<file path="src/rtl/cam_gen.sv">
// Camera-style video source: reads a pixel frame buffer in raster order
// and replays it as a vsync/href/8-bit byte stream, high byte first.
module cam_gen #(
    parameter int H_ACT     = 320,
    parameter int V_ACT     = 240,
    parameter int H_BLANK   = 144,
    parameter int VS_LINES  = 3,
    parameter int VBP_LINES = 17,
    parameter int VFP_LINES = 10
) (
    input  logic        clk,
    input  logic        rst,
    input  logic        en,
    output logic [16:0] addr,
    output logic        re,
    input  logic [15:0] rdata,
    output logic        pclk,
    output logic        vsync,
    output logic        href,
    output logic [7:0]  d,
    output logic        frame_done
);

    localparam int L    = 2 * H_ACT + H_BLANK;
    localparam int HW   = $clog2(L);
    localparam int VM1  = (VS_LINES > VBP_LINES) ? VS_LINES : VBP_LINES;
    localparam int VM2  = (VFP_LINES > V_ACT) ? VFP_LINES : V_ACT;
    localparam int VMAX = (VM1 > VM2) ? VM1 : VM2;
    localparam int VW   = $clog2(VMAX + 1);
    localparam int NPIX = H_ACT * V_ACT;
    localparam int PW   = $clog2(NPIX + 1);

    localparam logic [HW-1:0] H_LAST   = HW'(L - 1);
    localparam logic [HW-1:0] H_PRE    = HW'(L - 2);
    localparam logic [HW-1:0] HREF_END = HW'(2 * H_ACT);
    localparam logic [HW-1:0] RE_END   = HW'(2 * H_ACT - 2);

    localparam logic [VW-1:0] VS_LAST  = VW'(VS_LINES - 1);
    localparam logic [VW-1:0] VBP_LAST = VW'(VBP_LINES - 1);
    localparam logic [VW-1:0] ACT_LAST = VW'(V_ACT - 1);
    localparam logic [VW-1:0] VFP_LAST = VW'(VFP_LINES - 1);

    typedef enum logic [2:0] {
        S_IDLE,
        S_VSYNC,
        S_VBP,
        S_ACTIVE,
        S_VFP
    } state_t;

    state_t        state_q, state_d;
    logic [HW-1:0] h_q, h_d;
    logic [VW-1:0] v_q, v_d;
    logic [VW-1:0] v_last;
    logic          line_end;
    logic [PW-1:0] pix_q, pix_d;
    logic [16:0]   addr_q, addr_d;
    logic          re_q, re_d;
    logic          rv_q;
    logic [7:0]    lo_q;
    logic [7:0]    d_q, d_d;
    logic          vsync_q, vsync_d;
    logic          href_q, href_d;
    logic          done_q, done_d;

    assign line_end = (h_q == H_LAST);

    always_comb begin
        v_last = VS_LAST;
        unique case (state_q)
            S_VBP:    v_last = VBP_LAST;
            S_ACTIVE: v_last = ACT_LAST;
            S_VFP:    v_last = VFP_LAST;
            default:  v_last = VS_LAST;
        endcase
    end

    // Every non-idle phase is a whole number of line periods, so one
    // h/v counter pair times all of them.
    always_comb begin
        state_d = state_q;
        h_d     = line_end ? '0 : h_q + 1'b1;
        v_d     = v_q;
        if (state_q == S_IDLE) begin
            h_d = '0;
            v_d = '0;
            if (en) state_d = S_VSYNC;
        end else if (line_end) begin
            if (v_q == v_last) begin
                v_d = '0;
                unique case (state_q)
                    S_VSYNC:  state_d = S_VBP;
                    S_VBP:    state_d = S_ACTIVE;
                    S_ACTIVE: state_d = S_VFP;
                    S_VFP:    state_d = en ? S_VSYNC : S_IDLE;
                    default:  state_d = S_IDLE;
                endcase
            end else begin
                v_d = v_q + 1'b1;
            end
        end
    end

    // Fetch runs two clocks ahead of the high byte, so the first fetch of
    // each line falls in the last two clocks of the preceding line period.
    always_comb begin
        vsync_d = (state_d == S_VSYNC);
        href_d  = (state_d == S_ACTIVE) && (h_d < HREF_END);
        done_d  = (state_d == S_VFP) && (h_d == H_LAST) && (v_d == VFP_LAST);
        re_d    = 1'b0;
        if (state_d == S_VBP)
            re_d = (v_d == VBP_LAST) && (h_d == H_PRE);
        else if (state_d == S_ACTIVE)
            re_d = (!h_d[0] && (h_d < RE_END)) ||
                   ((h_d == H_PRE) && (v_d != ACT_LAST));
    end

    always_comb begin
        pix_d  = pix_q;
        addr_d = addr_q;
        if (state_d == S_IDLE || state_d == S_VSYNC) begin
            pix_d  = '0;
            addr_d = '0;
        end else if (re_d) begin
            addr_d = 17'(pix_q);
            pix_d  = pix_q + 1'b1;
        end
    end

    always_comb begin
        d_d = 8'd0;
        if (href_d) d_d = rv_q ? rdata[15:8] : lo_q;
    end

    always_ff @(posedge clk) begin
        if (rst) begin
            state_q <= S_IDLE;
            h_q     <= '0;
            v_q     <= '0;
            pix_q   <= '0;
            addr_q  <= '0;
            re_q    <= 1'b0;
            rv_q    <= 1'b0;
            lo_q    <= 8'd0;
            d_q     <= 8'd0;
            vsync_q <= 1'b0;
            href_q  <= 1'b0;
            done_q  <= 1'b0;
        end else begin
            state_q <= state_d;
            h_q     <= h_d;
            v_q     <= v_d;
            pix_q   <= pix_d;
            addr_q  <= addr_d;
            re_q    <= re_d;
            rv_q    <= re_q;
            if (rv_q) lo_q <= rdata[7:0];
            d_q     <= d_d;
            vsync_q <= vsync_d;
            href_q  <= href_d;
            done_q  <= done_d;
        end
    end

    assign pclk       = clk;
    assign addr       = addr_q;
    assign re         = re_q;
    assign d          = d_q;
    assign vsync      = vsync_q;
    assign href       = href_q;
    assign frame_done = done_q;

endmodule
</file>
<file path="config.mk">
export PLATFORM = sky130hd
export DESIGN_NAME = cam_gen
export DESIGN_NICKNAME = d
export VERILOG_FILES = /design/src/rtl/cam_gen.sv
export SDC_FILE = /design/constraint.sdc
export NUM_CORES = 1
export LEC_CHECK = 0
export ABC_AREA = 1
export BUFFER_PORTS_ARGS = -buffer_cell sky130_fd_sc_hd__buf_4
export CORE_UTILIZATION = 33
export CTS_BUF_LIST = sky130_fd_sc_hd__clkbuf_8
export DETAILED_ROUTE_END_ITERATION = 8
export HOLD_SLACK_MARGIN = 0.08
export MAX_ROUTING_LAYER = met4
export SYNTH_ARGS = -nofsm -noshare
export SYNTH_HDL_FRONTEND = slang
export SYNTH_SLANG_ARGS = --single-unit
</file>
<file path="constraint.sdc">
create_clock -name clk -period 3.1 [get_ports clk]
set_input_delay 0 -clock clk [delete_from_list [all_inputs] [get_ports clk]]
set_output_delay 0 -clock clk [all_outputs]
set_load 0.05 [all_outputs]
</file>
# ---- Yosys cells after proc, flatten, opt, wreduce, memory -nomap -nowiden
# Index checks and enable logic that the tools add are counted.
dict set report totals {
  register_bits 76
  inputBits 19
  elab_cells 61
  output_inout_bits 30
}
dict set report classes {
  n_mux 15
  n_reduce_logical 13
  n_lt_le_gt_ge 2
  n_bitwise 1
  addsub 3
  n_eq_ne 15
}
# operator count
set op_table {}
lappend op_table {{$mux W8} 4}
lappend op_table {{$eq A10 B10 Y1 const B} 3}
lappend op_table {{$pmux W8 S3} 1}
lappend op_table {{$lt A10 B10 Y1 const B} 2}
lappend op_table {{$mux W10} 2}
lappend op_table {{$add A17 B1 Y17 const B} 1}
lappend op_table {{$eq A3 B2 Y1 const B} 4}
lappend op_table {{$mux W3} 4}
lappend op_table {{$pmux W3 S4} 1}
lappend op_table {{$add A10 B1 Y10 const B} 1}
lappend op_table {{$add A8 B1 Y8 const B} 1}
lappend op_table {{$eq A8 B4 Y1 const B} 1}
lappend op_table {{$eq A8 B5 Y1 const B} 1}
lappend op_table {{$eq A8 B8 Y1} 1}
lappend op_table {{$ne A8 B8 Y1 const B} 1}
lappend op_table {{$eq A3 B1 Y1 const B} 2}
lappend op_table {{$eq A3 B3 Y1 const B} 2}
lappend op_table {{$logic_and A1 B1 Y1} 6}
lappend op_table {{$logic_not A3 Y1} 2}
lappend op_table {{$reduce_or A2 Y1} 2}
lappend op_table {{$mux W1} 3}
lappend op_table {{$logic_or A1 B1 Y1} 2}
lappend op_table {{$logic_not A1 Y1} 1}
lappend op_table {{$not A1 Y1} 1}

# ---- Longest topological paths before layout
# Gate-level depths: netlist (run 1).
dict set report logic_depth {
  depth_word 11
  ltp_mapped 20
}

==> impl_results.md, run 1 <==
* Status: finished, final reports clean
* Mapped Avg Cell Area at 6.533 um^2
* CP peak stage delay at 360 ps
* Count of cell types in the netlist at 33
* # DRC at 0
* Io pins at 49
* Worst-path maximum fanout at 13
* Ys Warns at 0
* Fmax at 0.3774 GHz
* Cell count after synthesis at 623
* CP Capture Type: flop
* Critical Path RT at 3520 ps
* Int Power at 1.575 mW
* First-pass GRT wire length at 17440 um
* Tot GR Track Use at 17.75%
* # nets final at 718
* Slew HR at 62.03%
* Routed wl met2 at 4681 um
* Initial Utilization at 33.89%
* Vias in the first global route at 3926
* Delay-heaviest family, CP: simple AND/OR/NAND/NOR gates
* Max-cap violations at 0
* Sw Pwr at 0.5227 mW
* Avg WL per Cell at 11.90 um
* Clock Power Share at 48.7%
* Post-synth top area cell: dfxtp_1
* DR pass1 iterations at 4
* Cell Rows at 40
* Post-route insts no fill at 848
* VDD IR max at 0.3839 mV
* Clock slew at reported path FFs at 90 ps
* R2r setup slk at 450 ps
* Global route overflow at 0
* Sequence of cells on the critical path: ha_1 -> nand3_2 -> clkinv_1 -> nand4_1 -> o21ai_0 -> nand2_1 -> nor2_1 -> nand3_1 -> nor2_1 -> nand3_1 -> nand2_2 -> nand3_4 -> nand2_1 -> nand2_1 -> nor2_1
* Async set or reset register ratio after synthesis at 0%
* Final Cycle Share at 85.48%
* Met3 wire len at 435 um
* FF+latch count, synth at 76
* Clock Latency Late Sink at 480 ps
* Routed metal-1 wirelength at 4694 um
* Slowest-stage cell, CP: dfxtp_1
* Initial antenna violation count at 0
* Mapped cell area at 4070 um^2
* Post-synth top flop: dfxtp_1
* Max-slew violations at 0
* Core area at 12010 um^2
* Post-layout util at 42.05%
* Placed Cells at 803
* Share of cells above drive strength 1 at 14.12%
* Register area share after synthesis at 37.38%
* Via count at 3979
* Synth Net Count at 645
* Setup TNS at 0 ps
* Drt initial violations at 249
* Type of the worst setup path: reg2reg
* Area share of the largest cell type after synthesis at 37.38%
* Setup crit start kind: flop
* Antenna cells at 0
* Leak at 2.146 nW
* CTS tree: yes
* Buf/Inv on CP at 1
* Pwr Density at 415.2 nW/um^2
* Final antenna-violating net count at 0
* Actual slew at the worst max-slew pin at 568.9 ps
* WL final at 10090 um
* Die Width at 113.1 um
* Hpwl dp at 7146 um
* Sw Share at 24.92%
* Final Critical Period at 2650 ps
* Gp weighted congestion at 0.8492
* HP Class: in2reg
* RSZ-0062 raised after global routing: no
* IO buf count at 48
* Largest net degree at the start of global routing at 32
* Number of enable flip-flop cells after synthesis at 0
* Die Y-Extent at 113.1 um
* Sequential power share at 46.8%
* Highest Signal Layer: met4
* Die ar. at 12780 um^2
* Area delta synth->final at 24.10%
* Synth top area cells: dfxtp_1, nand2_1, nor2_1
* Setup violators final at 0
* Logic pwr share at 4.5%
* Crit path DAT at 3070 ps
* Fin. Hold Viols at 0
* Vias per inst at 4.692
* Setup Fix Bufs, Post-CTS at 0
* Clock Skew at 18.59 ps
power by group through the flow:
stage | Sequential, mW | Clock, mW | Combinational [mW]
after floorplan | 1.01 | 0.0695 | 0.0435
after global placement | 1.00 | 0.0695 | 0.0733
after detailed placement | 1.00 | 0.0695 | 0.0741
after CTS | 0.981 | 1.05 | 0.0920
after global routing | 0.981 | 1.10 | 0.105
final | 0.981 | 1.02 | 0.0950
registers in the layout, summed over array words and instances, names as in the netlist:
| register | count |
|---|---|
| v_q | 8 |
| state_q | 3 |
| addr | 17 |
| rv_q | 1 |
| frame_done | 1 |
| re | 1 |
| href | 1 |
| vsync | 1 |
| pix_q | 17 |
| lo_q | 8 |
| d | 8 |
| h_q | 10 |
stage by stage:
step	power, mW	hold slack [ps]	area, um^2	setup WS (ps)
3_3_place_gp	1.147	169.8	4519	406.6
6_report	2.097	163.8	5051	450.2
5_1_grt	2.184	222.8	5051	56.32
3_5_place_dp	1.147	169.8	4519	356.2
4_1_cts	2.122	128.2	5034	349.9
2_1_floorplan	1.120	84.41	4070	869.4
worst paths after layout:
| kind | start | cells past startpoint | endpoint |
|---|---|---|---|
| worst max-delay path | h_q[1] | 15 | pix_q[10] |
| worst min-delay path | en | 6 | vsync |
| worst max register to register | h_q[1] | 15 | pix_q[10] |
| worst min register to register | lo_q[3] | 2 | d[3] |
layout by cell type, fill, tap and decap left out, types with 3 or more instances in the layout:
master / count
nor3_1: 13
nor2_1: 119
nand2_1: 178
o21ai_0: 5
nor4_1: 3
nand3_4: 3
dfxtp_1: 76
nand2_2: 6
xor2_1: 17
inv_1: 69
nand3_2: 7
o21ai_1: 4
a21oi_1: 24
nand4_1: 17
buf_4: 52
clkbuf_8: 12
nor2_4: 3
xnor2_1: 3
nand3_1: 40
dlygate4sd3_1: 25
ha_1: 3
nor2_2: 3
cells by family after synthesis:
logic type	Yosys count	share of synthesized area, %
AOI/OAI and AO/OA	35	4.427
DFF	76	37.38
xor gates and xnor gates	20	4.304
adders and majority gates	3	0.9223
and+or+nand+nor	398	43.25
buffers and inverters	91	9.714
cells in the mapped netlist (all sizes together) (9+ instances only):
library cell  count
dfxtp            76
nor2            125
nand4            17
inv              71
nand3            49
a21oi            24
nor3             14
o21ai             9
xor2             17
buf              16
nand2           186
metal layers:
layer	GRT usage [%]	vias up
met5	-	-
met4	8.772	0
met3	5.570	28
met2	28.30	86
met1	20.13	1768
li1	-	2097
area by class of cell:
cell class	count	area, um^2
repair buffers	76	633.1
clock inverters	7	98.84
well taps	147	183.9
inverters	72	270.3
multi-input cells	457	2171
flip-flops and latches	76	1521
clock buffers	13	172.7
fillers	1245	6960
worst reg2reg max path, cell delays in order, from the launching register on:
cell and delay (ps):
dfxtp_1 360, ha_1 200, nand3_2 140, clkinv_1 140, nand4_1 140, o21ai_0 200, nand2_1 150, nor2_1 150
nand3_1 90, nor2_1 150, nand3_1 110, nand2_2 260, nand3_4 250, nand2_1 120, nand2_1 50, nor2_1 90
what timing repair did:
item                                    4_1_cts  5_1_grt
endpoints found under the setup margin        0        1
resized for setup                             0        1
hold buffers                                 25        0
endpoints found under the hold margin        39        0
No activity file was read; power rests on OpenSTA's default activity.
==> run 2, diff against run 1 <==
Settings changed: ABC_AREA 1 to unset.
==> run 2 against run 1 <==
  * Sequential share of layout area increased by 0.65 points
  * Non-clock buffer count increased by 31
  * Routed wire length decreased by 7.8%
  * Largest power group is now sequential cells
  * Highest routed layer unchanged
==> impl_results.md, run 2 <==
* Status: finished, final reports clean
* Register area share after synthesis at 40.89% (+3.5 points)
* Final Critical Period at 3029 ps (+378.9 ps)
* Count leader, synth: dfxtp_1
* Max-slew violations at 0 (unchanged)
* Commonest cells after routing, fill and taps aside: buf_4, dfxtp_1, nand2_1, a21oi_1, nor2_1
* Levels on crit path at 11 (-4)
* Fmax at 0.3302 GHz (-13%)
* Initial antenna violation count at 0 (unchanged)
* Slew HR at 54.94% (-7.1 points)
* HP Class: in2reg
* Number of enable flip-flop cells after synthesis at 0 (unchanged)
* Synth top area cells: dfxtp_1, nand2_1, a21oi_1
* Final instance area at 4949 um^2 (-2.0%)
* Clock Latency Late Sink at 460 ps (-20 ps)
* Largest net degree at the start of global routing at 29 (-9.4%)
* Tot Pwr at 1.979 mW (-5.6%)
* Ys Warns at 0 (unchanged)
* Cell count after synthesis at 451 (-28%)
* Io pins at 49 (unchanged)
* Vias per inst at 5.095 (+8.6%)
* Post-synth top area cell: dfxtp_1
* Critical path startpoint: h_q[4]
* DR pass1 iterations at 5 (+1)
* Post-synth top cells: dfxtp_1, nand2_1, a21oi_1
* Drt initial violations at 263 (+5.6%)
* Antenna cells at 0 (unchanged)
* Worst-path maximum fanout at 16 (+3)
* Final Cycle Share at 97.70% (+12 points)
* Placed cell area at 4399 um^2 (-2.7%)
* Worst Hold Depth at 6 (unchanged)
* VDD IR max at 0.5408 mV (+41%)
* Cells on worst reg2reg path at 11 (-4)
* Tot GR Track Use at 17.43% (-0.33 points)
* Placed Cells at 641 (-20%)
* Crit path DAT at 3380 ps (+310 ps)
* Delay-heaviest family, CP: simple AND/OR/NAND/NOR gates
* PnR worst setup slack at 71.24 ps (-378.9 ps)
* Commonest non-fill, non-tap cell in the layout: buf_4
* Final antenna-violating net count at 0 (unchanged)
* Mapped cell area at 3721 um^2 (-8.6%)
* # nets final at 564 (-21%)
* Via count at 3495 (-12%)
* RSZ-0062 raised after global routing: yes
* Setup crit start kind: flop
* Leak at 1.723 nW (-20%)
* Max-cap violations at 0 (unchanged)
* Buf/Inv on CP at 2 (+1)
* # DRC at 0 (unchanged)
* Mapped Avg Cell Area at 8.251 um^2 (+26%)
* CP Capture Type: flop
* Die ar. at 11710 um^2 (-8.4%)
* Cell Rows at 38 (-5.0%)
* Post-synth top flop: dfxtp_1
* Sequence of cells on the critical path: or4_4 -> nor4_1 -> xnor2_1 -> or2b_1 -> o2111ai_1 -> a211oi_2 -> buf_4 -> nand2_4 -> buf_12 -> o31a_1 -> o21a_1
* Fin. Hold Viols at 0 (unchanged)
* FF+latch count, synth at 76 (unchanged)
* CTS tree: yes
* Core area at 10940 um^2 (-9.0%)
* Clock slew at reported path FFs at 80 ps (about the same)
* WL final at 9305 um (-7.8%)
* Async set or reset register ratio after synthesis at 0% (unchanged)
* Clock Skew at 6.379 ps (-12.21 ps)
* Global route overflow at 0 (unchanged)
* Pwr Density at 399.9 nW/um^2 (-3.7%)
* Actual slew at the worst max-slew pin at 675.0 ps (+106.1 ps)
* Gp weighted congestion at 0.8253 (-2.8%)
* Initial Utilization at 34.03% (+0.14 points)
* First-pass GRT wire length at 15350 um (-12%)
* R2r startpoint: h_q[4]
* Setup TNS at 0 ps (unchanged)
* Hpwl dp at 6283 um (-12%)
* Count of cell types in the netlist at 61 (+85%)
* Post-layout util at 45.25% (+3.2 points)
* CP peak stage delay at 610 ps (+250 ps)
* IO buf count at 48 (unchanged)
* Slowest-stage cell, CP: or4_4
* Synth Net Count at 473 (-27%)
* Hold_sp: en
* Setup violators final at 0 (unchanged)
* Type of the worst setup path: reg2reg
* Vias in the first global route at 3340 (-15%)
* Post-route insts no fill at 686 (-19%)
* Area delta synth->final at 32.99%
* Critical Path RT at 3450 ps (-70 ps)
* Post-Place Worst Slack at -16.01 ps (-372.2 ps)
* Avg WL per Cell at 13.56 um (+14%)
* Die Y-Extent at 108.2 um (-4.3%)
* Share of cells above drive strength 1 at 22.89% (+8.8 points)
* Die Width at 108.2 um (-4.3%)
* Area share of the largest cell type after synthesis at 40.89% (+3.5 points)
* Hold slack at 292.5 ps (+128.7 ps)
## run 2: cell count changes after synthesis, moves of 7 or more
cell and delta:
mux2i_1 +8, nand4_1 -8, xor2_1 -12, inv_1 -59
nand3_2 -7, nand3_1 -15, nand2_1 -114, nor2_1 -86
or3_1 +8, nand2b_1 +21, xnor2_1 +13, clkbuf_1 +14
a21oi_1 +20
## run 2: report_power, final
part	leakage (nW)	switching [mW]	internal, mW
combinational	0.992	0.0360	0.0422
clock	0.118	0.454	0.466
sequential	0.613	0.00214	0.979
total	1.72	0.492	1.49
## run 2: metal layers
metal / GRT usage (%) / vias up / share of wire (%)
li1: - / 1757 / -
met1: 20.21 / 1631 / 46
met2: 27.84 / 94 / 47
met3: 4.943 / 13 / 5.1
met4: 7.926 / 0 / 1.8
met5: - / - / 0
## run 2: cell type report
class,count,area [um^2]
clock buffers,13,172.7
clock inverters,6,63.81
fillers,1054,5987
inverters,10,37.54
multi-input cells,334,2082
flip-flops and latches,76,1523
well taps,140,175.2
repair buffers,107,894.6
## run 2: cells by family (layout without fill, tap and decap cells)
kind of cell,count (synthesis),count (layout),share of synthesized area [%]
multiplexers,9,9,2.455
XOR/XNOR,21,21,4.943
AO/OA/AOI/OAI,87,87,14.93
AND/OR/NAND/NOR,214,214,30.60
adder cells (fa/ha/maj),3,3,1.009
flip-flops,76,76,40.89
buffers and inverters,41,136,5.178
## run 2: tightest hold or removal path, stage by stage
cell      delay [ps]
buf_4            110
nand2b_1          80
o21ai_0           70
o21bai_1         250
or2_2            160
inv_1             40
## run 2: final timing paths
kind / endpoint / slack [ps]
max: pix_q[10] / 70
min: state_q[0] / 290
max reg2reg: pix_q[10] / 70
min reg2reg: addr[2] / 460
## run 2: timing repair
item | in CTS | in global routing
buffers inserted | 0 | 2
pin swaps | 1 | 7
hold endpoints to repair | 23 | 0
hold buffers | 25 | 0
setup endpoints to repair | 5 | 43
gates resized for setup | 0 | 13
